<file path="config.mk">
export PLATFORM = sky130hd
export DESIGN_NAME = pcie_tx_arb
export DESIGN_NICKNAME = d
export VERILOG_FILES = /design/src/rtl/pcie_tlp_pkg.sv /design/src/rtl/endian_swap64.sv /design/src/rtl/pcie_tx_arb.sv
export SDC_FILE = /design/constraint.sdc
export NUM_CORES = 1
export LEC_CHECK = 0
export ABC_AREA = 1
export CORE_AREA = 5 5 149 151
export DETAILED_ROUTE_END_ITERATION = 7
export DIE_AREA = 0 0 154 156
export PLACE_DENSITY = 0.68
export SETUP_SLACK_MARGIN = 0.4
export SLEW_MARGIN = 20
export SYNTH_ARGS = -nofsm -noshare
export SYNTH_HDL_FRONTEND = slang
export SYNTH_SLANG_ARGS = --single-unit
</file>
<file path="constraint.sdc">
create_clock -name clock -period 4.68 [get_ports clock]
set_clock_uncertainty 0.2 [all_clocks]
set_input_delay 1.17 -clock clock [delete_from_list [all_inputs] [get_ports clock]]
set_output_delay 1.17 -clock clock [all_outputs]
set_load 0.005 [all_outputs]
</file>
<file path="src/rtl/pcie_tlp_pkg.sv">
// Shared definitions for the PCIe TX formatter/arbiter.
// - TLP fmt/type byte constants for CplD, MRd64 and MWr64.
// - FSM state and source-select enums.
// - Header-DW builder functions.
package pcie_tlp_pkg;

  localparam logic [7:0] CPLD  = 8'h4A;
  localparam logic [7:0] MRD64 = 8'h20;
  localparam logic [7:0] MWR64 = 8'h60;

  typedef enum logic [3:0] {
    StIdle, StCpl0, StCpl1, StCpl2, StRrq0, StRrq1, StWrh0, StWrh1, StWrd, StDone
  } tx_state_e;

  typedef enum logic [1:0] {SrcCpl, SrcRd, SrcWr} tx_src_e;

  // DW0: fmt/type in the top byte, length in the low 10 bits.
  function automatic logic [31:0] hdr_dw0(input logic [7:0] fmt_type, input logic [9:0] len);
    return {fmt_type, 14'd0, len};
  endfunction

  // Completion DW1: completer ID, status 0, BCM 0, byte count.
  function automatic logic [31:0] cpl_hdr_dw1(input logic [15:0] id, input logic [11:0] byte_count);
    return {id, 3'b000, 1'b0, byte_count};
  endfunction

  // Completion DW2: requester ID + tag, then the 7-bit lower address (qword aligned).
  function automatic logic [31:0] cpl_hdr_dw2(input logic [23:0] rid_tag,
                                              input logic [3:0]  lower_addr);
    return {rid_tag, 1'b0, lower_addr, 3'b000};
  endfunction

  // Request DW1: requester ID, tag, last/first byte enables.
  function automatic logic [31:0] req_hdr_dw1(input logic [15:0] id, input logic [7:0] tag,
                                              input logic [7:0] byte_en);
    return {id, tag, byte_en};
  endfunction

endpackage

</file>
<file path="src/rtl/endian_swap64.sv">
// Byte reversal of each 32-bit half of a qword (halves stay in place).
// Ports: qword - input qword; swapped - {bswap(qword[63:32]), bswap(qword[31:0])}.
module endian_swap64 (
  input  logic [63:0] qword,
  output logic [63:0] swapped
);

  assign swapped = {qword[39:32], qword[47:40], qword[55:48], qword[63:56],
                    qword[7:0],   qword[15:8],  qword[23:16], qword[31:24]};

endmodule

</file>
<file path="src/rtl/pcie_tx_arb.sv">
// PCIe TX TLP formatter/arbiter onto a 64-bit AXI-stream.
// Sources: read completions (CplD, strict priority), DMA read requests (MRd64) and DMA write
// bursts (MWr64); the two request sources alternate round-robin.
// Ports:
//   clock, reset            - single clock, synchronous active-high reset
//   pcie_id                 - requester/completer ID
//   read_completion_*       - completion source (valid/fields in, ready pulse out)
//   read_request_*          - read request source (valid/fields in, ready pulse out)
//   write_request_*         - write source (valid/addr/data in, per-qword accepted, ready out)
//   axis_tx_*               - registered AXI-stream towards the hard core
module pcie_tx_arb
  import pcie_tlp_pkg::*;
#(
  parameter int unsigned WR_BURST_QW = 16,
  parameter int unsigned RD_REQ_DW   = 128
) (
  input  logic        clock,
  input  logic        reset,
  input  logic [15:0] pcie_id,
  input  logic        read_completion_valid,
  input  logic [23:0] read_completion_rid_tag,
  input  logic [3:0]  read_completion_lower_addr,
  input  logic [63:0] read_completion_data,
  output logic        read_completion_ready,
  input  logic        read_request_valid,
  input  logic [63:0] read_request_address,
  input  logic [7:0]  read_request_tag,
  output logic        read_request_ready,
  input  logic        write_request_valid,
  input  logic [63:0] write_request_address,
  input  logic [63:0] write_request_data,
  output logic        write_request_accepted,
  output logic        write_request_ready,
  input  logic        axis_tx_tready,
  output logic [63:0] axis_tx_tdata,
  output logic [7:0]  axis_tx_tkeep,
  output logic        axis_tx_tlast,
  output logic        axis_tx_tvalid
);

  localparam int unsigned     CntW    = $clog2(WR_BURST_QW) + 1;
  localparam logic [9:0]      RdLen   = 10'(RD_REQ_DW % 1024);
  localparam logic [9:0]      WrLen   = 10'((2 * WR_BURST_QW) % 1024);
  localparam logic [CntW-1:0] LastCnt = CntW'(WR_BURST_QW);

  tx_state_e       state_q, state_d;
  tx_src_e         src_q, src_d, rr_last_q, rr_last_d;
  logic [CntW-1:0] cnt_q, cnt_d;
  logic [63:0]     tdata_q, tdata_d;
  logic [7:0]      tkeep_q, tkeep_d;
  logic            tlast_q, tlast_d, tvalid_q, tvalid_d;
  logic            cpl_rdy_q, cpl_rdy_d, rd_rdy_q, rd_rdy_d, wr_rdy_q, wr_rdy_d;
  logic            advance, load_data, finish;
  logic [63:0]     cpl_swapped, wr_swapped;

  endian_swap64 u_cpl_swap (.qword(read_completion_data), .swapped(cpl_swapped));
  endian_swap64 u_wr_swap  (.qword(write_request_data),   .swapped(wr_swapped));

  assign advance = !tvalid_q || axis_tx_tready;

  always_comb begin
    state_d   = state_q;
    src_d     = src_q;
    rr_last_d = rr_last_q;
    cnt_d     = cnt_q;
    tdata_d   = tdata_q;
    tkeep_d   = tkeep_q;
    tlast_d   = tlast_q;
    tvalid_d  = tvalid_q;
    cpl_rdy_d = 1'b0;
    rd_rdy_d  = 1'b0;
    wr_rdy_d  = 1'b0;
    load_data = 1'b0;
    finish    = 1'b0;
    unique case (state_q)
      StIdle: begin
        cnt_d    = '0;
        tvalid_d = 1'b0;
        tlast_d  = 1'b0;
        if (read_completion_valid) begin
          tdata_d  = {cpl_hdr_dw1(pcie_id, 12'd8), hdr_dw0(CPLD, 10'd2)};
          tkeep_d  = 8'hFF;
          tvalid_d = 1'b1;
          src_d    = SrcCpl;
          state_d  = StCpl0;
        end else if (read_request_valid && (!write_request_valid || rr_last_q != SrcRd)) begin
          tdata_d  = {req_hdr_dw1(pcie_id, read_request_tag, 8'hFF), hdr_dw0(MRD64, RdLen)};
          tkeep_d  = 8'hFF;
          tvalid_d = 1'b1;
          src_d    = SrcRd;
          state_d  = StRrq0;
        end else if (write_request_valid) begin
          tdata_d  = {req_hdr_dw1(pcie_id, 8'h00, 8'hFF), hdr_dw0(MWR64, WrLen)};
          tkeep_d  = 8'hFF;
          tvalid_d = 1'b1;
          src_d    = SrcWr;
          state_d  = StWrh0;
        end
      end
      StCpl0: if (advance) begin
        tdata_d = {cpl_swapped[31:0],
                   cpl_hdr_dw2(read_completion_rid_tag, read_completion_lower_addr)};
        state_d = StCpl1;
      end
      StCpl1: if (advance) begin
        tdata_d = {32'h0, cpl_swapped[63:32]};
        tkeep_d = 8'h0F;
        tlast_d = 1'b1;
        state_d = StCpl2;
      end
      StRrq0: if (advance) begin
        tdata_d = {read_request_address[31:0], read_request_address[63:32]};
        tlast_d = 1'b1;
        state_d = StRrq1;
      end
      StWrh0: if (advance) begin
        tdata_d = {write_request_address[31:0], write_request_address[63:32]};
        state_d = StWrh1;
      end
      StWrh1, StWrd: if (advance) begin
        if (tlast_q) begin
          finish = 1'b1;
        end else begin
          load_data = 1'b1;
          cnt_d     = cnt_q + CntW'(1);
          tdata_d   = wr_swapped;
          tlast_d   = (cnt_d == LastCnt);
          state_d   = StWrd;
        end
      end
      StCpl2, StRrq1: if (advance) finish = 1'b1;
      StDone: begin
        // Completions never take a round-robin turn from the request sources.
        if (src_q != SrcCpl) rr_last_d = src_q;
        state_d = StIdle;
      end
      default: state_d = StIdle;
    endcase
    if (finish) begin
      tvalid_d  = 1'b0;
      tlast_d   = 1'b0;
      cpl_rdy_d = (src_q == SrcCpl);
      rd_rdy_d  = (src_q == SrcRd);
      wr_rdy_d  = (src_q == SrcWr);
      state_d   = StDone;
    end
  end

  always_ff @(posedge clock) begin
    if (reset) begin
      state_q   <= StIdle;
      src_q     <= SrcRd;
      rr_last_q <= SrcWr;
      cnt_q     <= '0;
      tdata_q   <= '0;
      tkeep_q   <= '0;
      tlast_q   <= 1'b0;
      tvalid_q  <= 1'b0;
      cpl_rdy_q <= 1'b0;
      rd_rdy_q  <= 1'b0;
      wr_rdy_q  <= 1'b0;
    end else begin
      state_q   <= state_d;
      src_q     <= src_d;
      rr_last_q <= rr_last_d;
      cnt_q     <= cnt_d;
      tdata_q   <= tdata_d;
      tkeep_q   <= tkeep_d;
      tlast_q   <= tlast_d;
      tvalid_q  <= tvalid_d;
      cpl_rdy_q <= cpl_rdy_d;
      rd_rdy_q  <= rd_rdy_d;
      wr_rdy_q  <= wr_rdy_d;
    end
  end

  assign axis_tx_tdata          = tdata_q;
  assign axis_tx_tkeep          = tkeep_q;
  assign axis_tx_tlast          = tlast_q;
  assign axis_tx_tvalid         = tvalid_q;
  assign read_completion_ready  = cpl_rdy_q;
  assign read_request_ready     = rd_rdy_q;
  assign write_request_ready    = wr_rdy_q;
  // Strobe for the edge that loads a data qword; the qword is not taken while in reset.
  assign write_request_accepted = load_data && !reset;

endmodule

</file>
Yosys cells after proc, flatten, opt, wreduce, memory -nomap -nowiden:

Cells that the tools add are included.

* register bits after elaboration: 90
* bits of input ports: 314
* output and inout port bits: 78
* logic and storage cells: 118

* $add $sub $neg: 1
* equal/unequal tests: 29
* mux-type cells: 46
* bitwise operators: 2
* reduce and logical (&&, ||, !) cells: 28

Operators by type and width (number)
* 2-to-1 mux 64 bit: 9
* case mux 64 bit (6 select lines): 1
* 2-to-1 mux 4 bit: 10
* 2-to-1 mux 8 bit: 4
* case mux 4 bit (7 select lines): 1
* AND reduction 8 bit: 3
* inequality test 3 bit, second input constant: 6
* == test 4 x 3 -> 1 bit, second input constant: 4
* case mux 8 bit (2 select lines): 1
* inequality test 2 bit, second input constant: 7
* 2-to-1 mux 1 bit: 12
* 2-to-1 mux 5 bit: 2
* case mux 5 bit (2 select lines): 1
* OR reduction 2 bit: 5
* AND reduction 3 bit: 3
* == test 4 x 2 -> 1 bit, second input constant: 2
* == test 4 bit, second input constant: 2
* 2-to-1 mux 2 bit: 3
* nonzero test 2 bit: 3
* nonzero test 3 bit: 2
* nonzero test 6 bit: 1
* adder 5 x 1 -> 5 bit, second input constant: 1
* == test 5 bit, second input constant: 1
* inequality test 5 bit, second input constant: 1
* 14 further kinds: 21

Logic depth before layout (Yosys ltp):

Gate-level depths: netlist of run 1.

* word-level depth: 7
* mapped depth: 13
* mapped depth without buffers: 11

Hierarchy:

A second synthesis of run 1 with hierarchy kept.

* cells, all modules: 1273
* area total of the unflattened synthesis: 7041.8 um^2

Modules (own cells, without submodules)
* pcie_tx_arb: instances 1, cells each 1145, area each 6080.8 um^2, sequential area each 1681.6 um^2
* endian_swap64: instances 2, cells each 64, area each 480.5 um^2, sequential area each 0.0 um^2

Worst setup path after synthesis of run 1:

No wires, ideal clock.

* path type: input -> output
* from: in axis_tx_tready
* to: out write_request_accepted
* arrival time: 1.640 ns
* slack: 1.670 ns
* cell stages on the path: 4
* path buffers: 0
* cell sequence: nor2_1 inv_1 nand2_1 nor3_1

* cells in the longest elaborated chain, start to end: 4

Ends and longest elaborated chain
* from (decl): line pcie_tx_arb.sv:34 `input logic axis_tx_tready,`
* logical OR 1 bit: line pcie_tx_arb.sv:59 `assign advance = !tvalid_q || axis_tx_tready;`
* 2-to-1 mux 1 bit: line pcie_tx_arb.sv:120 `StWrh1, StWrd: if (advance) begin`
* 2-to-1 mux 1 bit: line pcie_tx_arb.sv:75 `unique case (state_q)`
* logical AND 1 bit: line pcie_tx_arb.sv:185 `assign write_request_accepted = load_data && !reset;`
* to (decl): line pcie_tx_arb.sv:32 `output logic write_request_accepted,`

Every way passes these cells.

Worst setup path in the final report of run 1:

Ends and elaborated chain as after synthesis.

==> results of run 1 <==
## power groups by stage
stage / Combinational [mW] / Clock (mW) / Sequential, mW
after floorplan: 2.25 / 0 / 1.13
after global placement: 3.41 / 0 / 1.12
after detailed placement: 3.45 / 0 / 1.13
after CTS: 3.47 / 0.832 / 1.12
after global routing: 3.87 / 0.855 / 1.15
final: 3.42 / 0.805 / 1.12
## metal layers
layer,vias up,part of all wire (%),GRT usage [%]
li1,4157,-,-
met3,44,8.9,5.88
met1,3520,39,23.8
met4,2,3.0,8.20
met5,-,0.041,0
met2,379,49,37.7
## synth_stat cells
master | number | area share [%]
nand3_1 | 83 | 6.8
inv_2 | 6 | 0.37
a21oi_1 | 17 | 1.4
nand2_1 | 418 | 26
buf_6 | 11 | 2.0
o21ai_2 | 1 | 0.14
nor2_4 | 1 | 0.19
clkbuf_1 | 25 | 1.5
xnor2_1 | 1 | 0.14
nor2_2 | 4 | 0.41
buf_2 | 13 | 1.1
nor2_1 | 292 | 18
clkinv_1 | 1 | 0.062
inv_1 | 116 | 7.2
o21ai_1 | 1 | 0.082
buf_4 | 6 | 0.74
buf_1 | 6 | 0.37
nor3_1 | 5 | 0.41
dfxtp_1 | 84 | 28
o21ai_0 | 16 | 1.3
nand4_1 | 26 | 2.7
xor2_1 | 1 | 0.14
o21bai_1 | 4 | 0.49
o211ai_1 | 2 | 0.25
nand2_2 | 3 | 0.31
nand3_2 | 1 | 0.16
ha_1 | 1 | 0.21
## kinds of logic (layout without fill, tap and decap cells)
family / count (synthesis) / after routing / share of synthesized area, %
fa+ha+maj: 1 / 1 / 0.206
flops: 84 / 84 / 27.7
xor+xnor: 2 / 2 / 0.288
compound gates: 41 / 41 / 3.68
buf+inv: 184 / 538 / 13.4
simple gates: 833 / 833 / 54.8
other cells: 0 / 1 / 0
## per-stage QoR
step | std cells | hold slack, ps | worst slack, ps | instance area (um2) | utilization, %
after global routing | 1775 | 302 | 532 | 10400 | 50.4
after CTS | 1774 | 271 | 646 | 10400 | 50.4
after global placement | 1760 | 255 | 666 | 10100 | 48.8
final | 1775 | 270 | 615 | 10400 | 50.4
after floorplan | 1145 | 241 | 1670 | 6080 | -
after detailed placement | 1760 | 262 | 657 | 10100 | 48.8
## state kept, by name (all words and copies together), names as in the netlist, 2 cells and up
name / flops
axis_tx_tdata: 64
cnt_q: 5
state_q: 4
axis_tx_tkeep: 2
rr_last_q: 2
src_q: 2
## path summary, 6_finish.rpt
kind / depth (start not counted) / slack (ps) / endpoint / startpoint
worst max-delay path: 6 / 620 / write_request_accepted / axis_tx_tready
worst min-delay path: 2 / 270 / rr_last_q[0] / rr_last_q[0]
worst max register to register: 11 / 1840 / axis_tx_tdata[33] / state_q[3]
worst min register to register: 2 / 270 / rr_last_q[0] / rr_last_q[0]
## worst max-delay path, delay by kind of cell
kind | cells | cell delay [ps]
simple gates | 3 | 530
buf+inv | 3 | 980
## layout make-up
cell class                      instances  area, um2  area share, %
Sequential cell                        84       1680           16.1
Timing Repair Buffer                  401       4000           38.3
Clock buffer                            9        225           2.16
Inverter                              123        462           4.42
Tap cell                              275        344           3.30
Antenna cell                            1       2.50         0.0240
Multi-Input combinational cell        877       3610           34.6
Clock inverter                          5        103          0.983
## cell usage in the layout (no fill, tap or decap)
master           Yosys  layout
o21bai_1             4       4
bufinv_16            0       3
nand2_1            418     418
nand2_2              3       3
o21ai_1              1       1
clkbuf_16            0       9
xnor2_1              1       1
nor3_1               5       5
clkinvlp_4           0       1
nor2_1             292     289
nand4_1             26      26
o21ai_0             16      16
nand3_2              1       1
clkdlybuf4s50_1      0     391
xor2_1               1       1
nor2_2               4       3
buf_4                6       9
clkinv_2             0       1
clkinv_1             1       1
buf_12               0       1
nand3_1             83      83
inv_1              116     116
nor2_4               1       5
a21oi_1             17      17
o21ai_2              1       1
diode_2              0       1
inv_2                6       6
dfxtp_1             84      84
ha_1                 1       1
o211ai_1             2       2
==> results.md, run 1 <==
- At the end of the flow, the number of nets in the layout was about 1.8k.
- The number of buffers inserted for hold repair after clock tree synthesis is 0.
- The total of cells resized after clock tree synthesis is 0.
- The number of setup violations in the final report is 0.
- The maximum fanout count along the critical path is 5.
- The synthesized netlist occupies a cell area of between 0.006 and 0.007 mm2.
- The portion of the post-synthesis area used by sequential elements is 27.7%.
- The count of buffers added on input and output ports is 391.
- The path category of the worst min-delay check is flop to flop.
- The clock drives 84 sinks.
- The total of flip-flops plus latches after synthesis is 84.
- The remaining routing DRC violations is 0.
- TritonCTS built the clock tree.
- For this configuration, the core starts out at a cell density of about 29%.
- The net switching power figure is around 2.4 mW.
- The total via count after detailed routing is about 8k.
- The number of nets in the synthesized netlist is approximately 1.5k.
- Power comes to between 5 and 6 mW.
- The global-route usage over all layers is a little over a fifth.
- Per report_power, the clock group accounts for 15.1% of the total.
- The cell seen most often among critical-path stages is clkdlybuf4s50_1.
- The analysis attributes to cell leakage a power of just under 5 nW.
- For the finished layout, the period the worst path requires is around 4100 ps.
- The normalized max-slew margin is roughly 40%.
- Static timing analysis puts the maximum clock frequency at 0.246 GHz.
- The layout overhead on the synthesized area is 71.6%.
- The combinational fraction of design power is 64.0%.
- The signal on the critical path passes through clkdlybuf4s50_1 -> nor2_1 -> inv_1 -> nand2_1 -> nor3_1 -> clkdlybuf4s50_1.
- The number of global-route vias before repair is between 7k and 8k.
- The cell at the root of the clock tree is clkbuf_16.
- The total power per unit cell area is ~510 mW/mm2.
- The total of warnings raised by yosys is 0.
- The ratio of cells with drive above 1 in the final layout is 2.87%.
- The clock transition at the register clock pins on the worst setup and hold paths after CTS is around 60 ps.
- The arrival time of data at the critical path endpoint is roughly 2700 ps.
- The required time of the critical path is around 3300 ps.
- Averaged over all synthesized cells, the footprint is roughly 5.3 um2.
- STA classifies the critical path startpoint as an input port.
- At the pin with the least slew margin, the transition time is between 800 and 900 ps.
- The run finished with clean final reports.
- The critical path is of the input port to primary output type.
- The number of max-slew violations in the final report is 0.
- Setup repair after global routing left no endpoint under its margin.
- The mean routed wirelength per cell is 15.3 um.
- Dividing the detail-routed via count by the number of cells gives 4.56.
- STA classifies the critical path endpoint as a primary output.
- The master of the slowest instance on the critical path is clkdlybuf4s50_1.
- The top-level I/O count is just under 400.
- The largest stage delay on the critical path is roughly 470 ps.
- The maximum number of pins on one net before global-route repair is 121.
- For the worst-skew pair, the clock arrives at the later sink with an insertion delay of ~330 ps.
- In this run the standard cell core region covers 0.0207 mm2.
- The area enclosed by the die boundary is roughly 0.024 mm2.
- The HPWL after detailed placement is between 20000 and 25000 um.
- After floorplanning, the core was divided into 53 placement rows.
- The longest clock path from root to sink contains 2 buffers.
- The count of filler cells inserted in the layout is 2172.
- The number of antenna violations at the first check in global routing is 2.
- The first TritonRoute pass finished after 5 iterations.
- The number of routed nets with antenna violations is 0.
- The tool flagged a number of max-cap violations equal to 0.
- The die is about 150 um wide.
- The congestion estimate from routability-driven global placement came to approximately 0.92.
- From bottom edge to top edge, the die measures 156 um.
- Buffers inserted during clock tree synthesis total 9.
- Wires add up to approximately 27000 um.
- For the final routed database, the setup TNS stands at 0 ps.
- The first global-routing pass estimated about 40000 um of wire.
- The peak supply drop is 0.462 mV.
- The total internal power is a little under 3 mW.
- The count of mapped cells out of synthesis is 1145.
- The final clock period utilization by the worst path is around 87%.
- The synthesized netlist contains 27 unique library cells.
- The share of total power consumed by net switching is between 40% and 50%.
- The H-tree generated during clock tree synthesis spans 3 levels.
- The number of DRC markers in iteration 0 is between 400 and 500.
- Post-CTS timing repair inserted 0 buffers for setup.
- For this run the aggregate overflow at the end of global routing stands at 0.
- The hold violation count in the final report was 0.
- Per report_power, the sequential group accounts for 20.9% of the total.
Note: power is estimated with default switching activity, not from simulation.
==> run 2: changes to the inputs <==
Settings changed: CORE_AREA 5 5 149 151 to 5 5 151 153, DIE_AREA 0 0 154 156 to 0 0 156 158, PLACE_DENSITY 0.68 to 0.71, SYNTH_HIERARCHICAL set to 1.
==> run 2 against run 1 <==
Non-clock buffer count is the same. Design area shrank 0.38%. Sequential cell count is the same. Critical endpoint unchanged. Largest power group unchanged. Maximum frequency grew 0.70%.
==> results.md, run 2 <==
- Status: finished clean (unchanged).
- The total clock sinks is 84 (unchanged).
- The final weighted congestion in routability-driven placement was 0.894 (was 0.916).
- The count of H-tree levels built during CTS came to 3 (unchanged).
- The total overflow reported by the global router was 0 (unchanged).
- The cell type with the largest total area after synthesis is dfxtp_1 (unchanged).
- The cell at the root of the clock tree is clkbuf_16 (unchanged).
- The post-route standard cell area excluding fillers came to 0.0104 mm2 (about the same).
- Commonest cells after routing, fill and taps aside: nand2_1 (418), clkdlybuf4s50_1 (391), nor2_1 (289) (unchanged).
- The hold violation count in the final report is 0 (unchanged).
- The number of distinct library cells after synthesis is 27 (unchanged).
- The total via count after detailed routing was 8023 (was 8102).
- The worst setup slack after placement is 646 ps (was 657 ps).
- The placeable core region is 0.0214 mm2 (was 0.0207 mm2).
- The final-layout worst hold slack was 270 ps (about the same).
- The first-pass GRT wire length was 39600 um (was 40200 um).
- Cell-by-cell listing of the critical path: clkdlybuf4s50_1 -> nor2_1 -> inv_1 -> nand2_1 -> nor3_1 -> clkdlybuf4s50_1 (unchanged).
- The global-route usage over all layers was 20.8% (was 21.1%).
- The maximum clock frequency was 0.248 GHz (was 0.246 GHz).
- The mean routed wirelength per cell came to 15.4 um (was 15.3 um).
- The normalized max-slew margin is 47.7% (was 40.0%).
- The most repeated cell in the gate-level netlist after synthesis is nand2_1 (unchanged).
- The area enclosed by the die boundary is 0.0246 mm2 (was 0.0240 mm2).
- The cell seen most often among critical-path stages is clkdlybuf4s50_1 (unchanged).
- The post-route non-filler standard cell count is 1781 (was 1775).
- The number of global-route vias before repair is 7178 (was 7645).
- The final clock period utilization by the worst path is 86.3% (was 86.9%).
- The number of optimization iterations in the first detailed-route pass came to 5 (unchanged).
- The number of nets in the synthesized netlist is 1588 (was 1460).
- The static leakage is 4.93 nW (was 4.95 nW).
- The netlist area before placement is 0.00704 mm2 (was 0.00608 mm2).
- The largest stage delay on the critical path is 460 ps (was 470 ps).
- The number of enable flip-flop cells after synthesis is 0 (unchanged).
- The required time of the critical path was 3310 ps (about the same).
- The number of nets in the layout was 1811 (unchanged).
- The maximum buffer depth of the clock tree is 2 (unchanged).
- The layout overhead on the synthesized area is 47.6% (was 71.6%).
- The vertical die dimension is 158 um (was 156 um).
- The number of buffers created by CTS is 9 (unchanged).
- Unrepaired setup endpoints after global routing: false (unchanged).
- The transition time at the pin with the least slew margin is 783 ps (was 898 ps).
- The overall power consumption was 5.26 mW (was 5.34 mW).
- The instance count after placement with tap cells included was 1765 (was 1760).
- The clock insertion delay at the later pin of the skew report is 350 ps (was 330 ps).
- The maximum fanout count along the critical path is 5 (unchanged).
- The count of filler cells inserted in the layout is 2237 (was 2172).
- The endpoint class of the critical path is a primary output (unchanged).
- The ratio of cells with drive above 1 in the final layout is 3.00% (was 2.87%).
- The leading cell type in the layout, fill and taps excluded was nand2_1 (unchanged).
- The count of mapped cells out of synthesis is 1273 (was 1145).
- The end-of-flow core utilization is 48.5% (was 50.4%).
- The total of warnings raised by yosys was 6 (was 0).
- The maximum number of pins on one net before global-route repair was 121 (unchanged).
- The detailed placer's ending HPWL is 21600 um (was 21200 um).
- The horizontal die dimension is 156 um (was 154 um).
- The number of setup violations in the final report is 0 (unchanged).
- The arrival time of data at the critical path endpoint was 2670 ps (was 2690 ps).
- The ratio of routed vias to standard cells is 4.50 (was 4.56).
- The nature of the critical path startpoint is an input port (unchanged).
- The number of buffers inserted for hold repair after clock tree synthesis was 0 (unchanged).
- The final setup TNS was 0 ps (unchanged).
- The synthesized area divided by synthesized cell count was 5.53 um2 (was 5.31 um2).
- The area share of the largest cell type after synthesis came to 23.9% (was 27.7%).
- The effective utilization at floorplan is 32.9% (was 29.4%).
- The number of max-slew violations in the final report is 0 (unchanged).
- The clock tree from TritonCTS is yes (unchanged).
- The number of DRC markers in iteration 0 was 410 (was 467).
- The number of buffers added on ports is 391 (unchanged).
- The total power per unit cell area was 506 mW/mm2 (was 512 mW/mm2).
- The placement-stage cell area is 0.0101 mm2 (about the same).
- The number of violations of the max-capacitance limit is 0 (unchanged).
- Post-synth top cells: nand2_1 (418), nor2_1 (292), buf_4 (134), inv_1 (116), dfxtp_1 (84) (was nand2_1 (418), nor2_1 (292), inv_1 (116), dfxtp_1 (84), nand3_1 (83)).
- The post-CTS setup buffer count is 0 (unchanged).
- The total wire length came to 27500 um (was 27100 um).
- The most instantiated flip-flop cell in the synthesis netlist is dfxtp_1 (unchanged).
- The minimum setup slack in the final design is 643 ps (was 615 ps).
- The number of antenna violations at the first check in global routing is 0 (was 2).
- The minimum clock period came to 4040 ps (was 4060 ps).
- The fraction of registers with async set or reset after synthesis was 0% (unchanged).
- The critical path start-end classification is input port to primary output (unchanged).
- The master of the slowest instance on the critical path was clkdlybuf4s50_1 (unchanged).
- The portion of the post-synthesis area used by sequential elements was 23.9% (was 27.7%).
- Cell types occupying the most area after synthesis: dfxtp_1 (24%), nand2_1 (22%), nor2_1 (16%) (was dfxtp_1 (28%), nand2_1 (26%), nor2_1 (18%)).
- The total of cells resized after clock tree synthesis is 0 (unchanged).
- The flip-flop count of the largest register after layout is 64 (unchanged).
- The remaining routing DRC violations is 0 (unchanged).
- The number of antenna cells inserted is 0 (was 1).
- The path category of the worst min-delay check is flop to flop (unchanged).
- The top-level I/O count is 392 (unchanged).
- The number of routed nets with antenna violations is 0 (unchanged).
- The number of placement rows is 54 (was 53).
- The peak supply drop is 0.449 mV (was 0.462 mV).
- The clock transition at the register clock pins on the worst setup and hold paths after CTS came to 70 ps (was 60 ps).
- The total of flip-flops plus latches after synthesis came to 84 (unchanged).
run 2: cell types whose count changed in the layout (fill, tap and decap cells not counted), sizes merged:
cell    before  now
inv        122  126
bufinv       3    0
diode        1    0
clkinv       2    3
run 2: critical path, delay by kind of cell:
kind	cells	cell delay [ps]
buffers and inverters	3	980
and+or+nand+nor	3	520
run 2: layout make-up:
cell class | instances | area, um2 | share of cell area (%)
multi-input combinational | 877 | 3610 | 34.8
clock buffer | 9 | 225 | 2.17
inverter | 123 | 462 | 4.44
sequential | 84 | 1680 | 16.2
timing repair buffer | 401 | 4000 | 38.5
clock inverter | 7 | 58.8 | 0.566
tap | 280 | 350 | 3.37
run 2: routing by layer:
metal,part of all wire (%),track usage (%),vias up
met3,8.4,5.36,49
met2,49,35.4,322
met4,3.1,7.75,0
met1,39,25.4,3494
li1,-,-,4158
met5,0,0,-
run 2: worst paths after layout:
kind                   from                endpoint  slack (ps)  cells past startpoint
max          axis_tx_tready  write_request_accepted         640                      6
min            rr_last_q[0]            rr_last_q[0]         270                      2
max reg2reg      state_q[1]       axis_tx_tdata[32]        1790                     10
min reg2reg    rr_last_q[0]            rr_last_q[0]         270                      2
run 2: logic make-up (layout without fill, tap and decap cells):
logic type	Yosys count	after routing	synth area share, %
AOI/OAI and AO/OA	41	41	3.18
xor gates and xnor gates	2	2	0.249
adders and majority gates	1	1	0.178
buffers and inverters	312	540	25.2
DFF	84	84	23.9
and+or+nand+nor	833	833	47.3
run 2: report_power, final:
group,internal (mW),switching (mW)
sequential,0.970,0.145
combinational,1.41,2.03
clock,0.370,0.334
==> run 3: changes to the inputs <==
Clock period 4.68 ns to 5.04 ns, I/O delays scaled along.
==> run 3 against run 2 <==
Via count decreased by 0.57%. Worst hold slack improved by 9.7 ps. Critical path depth unchanged. Worst setup slack improved by 200 ps. Power decreased by 7.2%. Utilization increased by 0.058 points. Design area increased by 0.12%. Sequential cell count unchanged. Register-to-register slack improved by 440 ps. Wire length decreased by 0.37%. Final cell count increased by 0.11%. Sequential share of layout area about the same. Critical path type unchanged.
==> results.md, run 3 (synthesis results as in run 2) <==
- Status: finished clean (unchanged).
- The required time of the critical path was 3580 ps (was 3310 ps).
- The number of placement rows came to 54 (unchanged).
- The number of antenna cells inserted is 0 (unchanged).
- The effective utilization at floorplan is 32.9% (unchanged).
- The layout overhead on the synthesized area is 47.8% (was 47.6%).
- Cell-by-cell listing of the critical path: clkdlybuf4s50_1 -> nor2_1 -> inv_1 -> nand2_1 -> nor3_1 -> clkdlybuf4s50_1 (unchanged).
- The hold violation count in the final report is 0 (unchanged).
- The cell at the root of the clock tree is clkbuf_16 (unchanged).
- The placeable core region is 0.0214 mm2 (unchanged).
- The total power per unit cell area is 469 mW/mm2 (was 506 mW/mm2).
- The count of H-tree levels built during CTS is 3 (unchanged).
- The register-to-register setup slack is 2230 ps (was 1790 ps).
- The ratio of routed vias to standard cells is 4.47 (was 4.50).
- The remaining routing DRC violations is 0 (unchanged).
- The normalized max-slew margin is 43.5% (was 47.7%).
- The maximum buffer depth of the clock tree is 2 (unchanged).
- The worst path uses about 83% of the clock period.
- The total via count after detailed routing is 7977 (was 8023).
- Unrepaired setup endpoints after global routing: false (unchanged).
- The horizontal die dimension is 156 um (unchanged).
- The critical path start-end classification is input port to primary output (unchanged).
- The path category of the worst min-delay check is flop to flop (unchanged).
- The number of max-slew violations in the final report was 0 (unchanged).
- The final setup TNS is 0 ps (unchanged).
- The final weighted congestion in routability-driven placement is 0.889 (was 0.894).
- The leading cell type in the layout, fill and taps excluded is nand2_1 (unchanged).
- The launch point of the worst hold path is axis_tx_tdata[53] (was rr_last_q[0]).
- The flip-flop count of the largest register after layout is 64 (unchanged).
- Commonest cells after routing, fill and taps aside: nand2_1 (418), clkdlybuf4s50_1 (391), nor2_1 (289) (unchanged).
- The static leakage is 4.94 nW (was 4.93 nW).
- The number of buffer and inverter stages on the critical path is 3 (unchanged).
- The number of stages on the worst hold path came to 2 (unchanged).
- The worst reg-to-reg path cell count is 10 (unchanged).
- The vertical die dimension came to 158 um (unchanged).
- The number of routed nets with antenna violations is 0 (unchanged).
- The net switching power figure was 2.33 mW (was 2.51 mW).
- The clock transition at the register clock pins on the worst setup and hold paths after CTS is 60 ps (was 70 ps).
- The placement-stage cell area is 0.0101 mm2 (about the same).
- The number of antenna violations at the first check in global routing came to 0 (unchanged).
- The cell seen most often among critical-path stages is clkdlybuf4s50_1 (unchanged).
- The instance count after placement with tap cells included is 1767 (was 1765).
- The top-level I/O count was 392 (unchanged).
- The post-route non-filler standard cell count is 1783 (was 1781).
- The power share of the sequential group is 21.3% (was 21.2%).
- The mean routed wirelength per cell is 15.4 um (about the same).
- The number of global-route vias before repair is 7370 (was 7178).
- The beginning of the worst register-to-register path is state_q[1] (unchanged).
- The peak supply drop is 0.238 mV (was 0.449 mV).
- The clock tree from TritonCTS is yes (unchanged).
- The combinational fraction of design power is 65.2% (was 65.4%).
- The ratio of cells with drive above 1 in the final layout was 3.13% (was 3.00%).
- The area enclosed by the die boundary is 0.0246 mm2 (unchanged).
- The number of optimization iterations in the first detailed-route pass is 5 (unchanged).
- The master of the slowest instance on the critical path is clkdlybuf4s50_1 (unchanged).
- The post-CTS setup buffer count is 0 (unchanged).
- The endpoint class of the critical path is a primary output (unchanged).
- The worst hold endpoint is axis_tx_tdata[53] (was rr_last_q[0]).
- The largest stage delay on the critical path came to 460 ps (about the same).
- The number of nets in the layout came to 1813 (was 1811).
- The number of buffers created by CTS is 9 (unchanged).
- The clock insertion delay at the later pin of the skew report is 350 ps (about the same).
- The number of violations of the max-capacitance limit is 0 (unchanged).
- The nature of the critical path startpoint is an input port (unchanged).
- The transition time at the pin with the least slew margin is 846 ps (was 783 ps).
- The first-pass GRT wire length is 40000 um (was 39600 um).
- The arrival time of data at the critical path endpoint is 2740 ps (was 2670 ps).
- The total internal power is 2.55 mW (was 2.75 mW).
- The minimum setup slack in the final design is 839 ps (was 643 ps).
- The worst setup slack after placement is 845 ps (was 646 ps).
- The maximum fanout count along the critical path is 5 (unchanged).
- The number of buffers added on ports is 391 (unchanged).
- The post-route standard cell area excluding fillers is 0.0104 mm2 (about the same).
- The minimum clock period is approximately 4200 ps.
- The number of setup violations in the final report is 0 (unchanged).
- The total overflow reported by the global router is 0 (unchanged).
- The maximum number of pins on one net before global-route repair was 69 (was 121).
- The total of cells resized after clock tree synthesis is 0 (unchanged).
- The total wire length came to 27400 um (was 27500 um).
- The proportion of power drawn by the clock network is 13.6% (was 13.4%).
- The end of the worst register-to-register path is axis_tx_tdata[32] (unchanged).
- The number of DRC markers in iteration 0 is 448 (was 410).
- The total clock sinks is 84 (unchanged).
- The share of total power consumed by net switching is 47.7% (about the same).
- The number of buffers inserted for hold repair after clock tree synthesis is 0 (unchanged).
- The maximum clock frequency is 0.238 GHz.
- The global-route usage over all layers is 20.8% (about the same).
- The top cell family by delay on the critical path is buffers and inverters (unchanged).
- The detailed placer's ending HPWL is 21800 um (was 21600 um).
-- run 3: layout make-up --
cell class              instances  area [um2]
well taps                     280         350
clock inverters                 7        68.8
repair buffers                403        4000
fillers                      2240       11000
flip-flops and latches         84        1680
multi-input cells             877        3610
inverters                     123         462
clock buffers                   9         225
-- run 3: routing by layer --
layer  vias up  wire (um)  GRT usage (%)
met1      3499      11300           25.9
met3        35       1880           4.48
met5         -          0              0
met4         0        544           6.09
li1       4165          -              -
met2       278      13600           36.2
-- run 3: per-stage QoR --
| stage | total power, mW | hold slack (ps) | util [%] |
|---|---|---|---|
| floorplan | 3.21 | 241 | - |
| global placement | 4.22 | 260 | 47.2 |
| detailed placement | 4.26 | 269 | 47.2 |
| CTS | 4.94 | 279 | 48.6 |
| global route | 5.40 | 302 | 48.6 |
| finish | 4.88 | 280 | 48.6 |
-- run 3: power groups by stage --
stage	logic (mW)	registers [mW]	clock network, mW
2_1_floorplan	2.16	1.05	0
3_3_place_gp	3.18	1.04	0
3_5_place_dp	3.21	1.05	0
4_1_cts	3.22	1.04	0.683
5_1_grt	3.63	1.07	0.709
6_report	3.18	1.04	0.661
-- run 3: worst reg2reg max path, cell delays in order (launching register included) --
cell     delay (ps)
dfxtp_1         480
nor2_1          120
nand2_1         100
nand2_2         300
nor2_2          640
nand3_1         500
nand2_1         170
inv_1            70
nand2_1          60
nand2_1          50
nor2_1           80
-- run 3: worst max-delay path by stage --
stage,depth (start not counted),startpoint,endpoint,slack (ps)
floorplan,4,axis_tx_tready,write_request_accepted,1850
global placement,6,axis_tx_tready,write_request_accepted,840
detailed placement,6,axis_tx_tready,write_request_accepted,850
CTS,6,axis_tx_tready,write_request_accepted,840
global route,6,axis_tx_tready,write_request_accepted,680
finish,6,axis_tx_tready,write_request_accepted,840
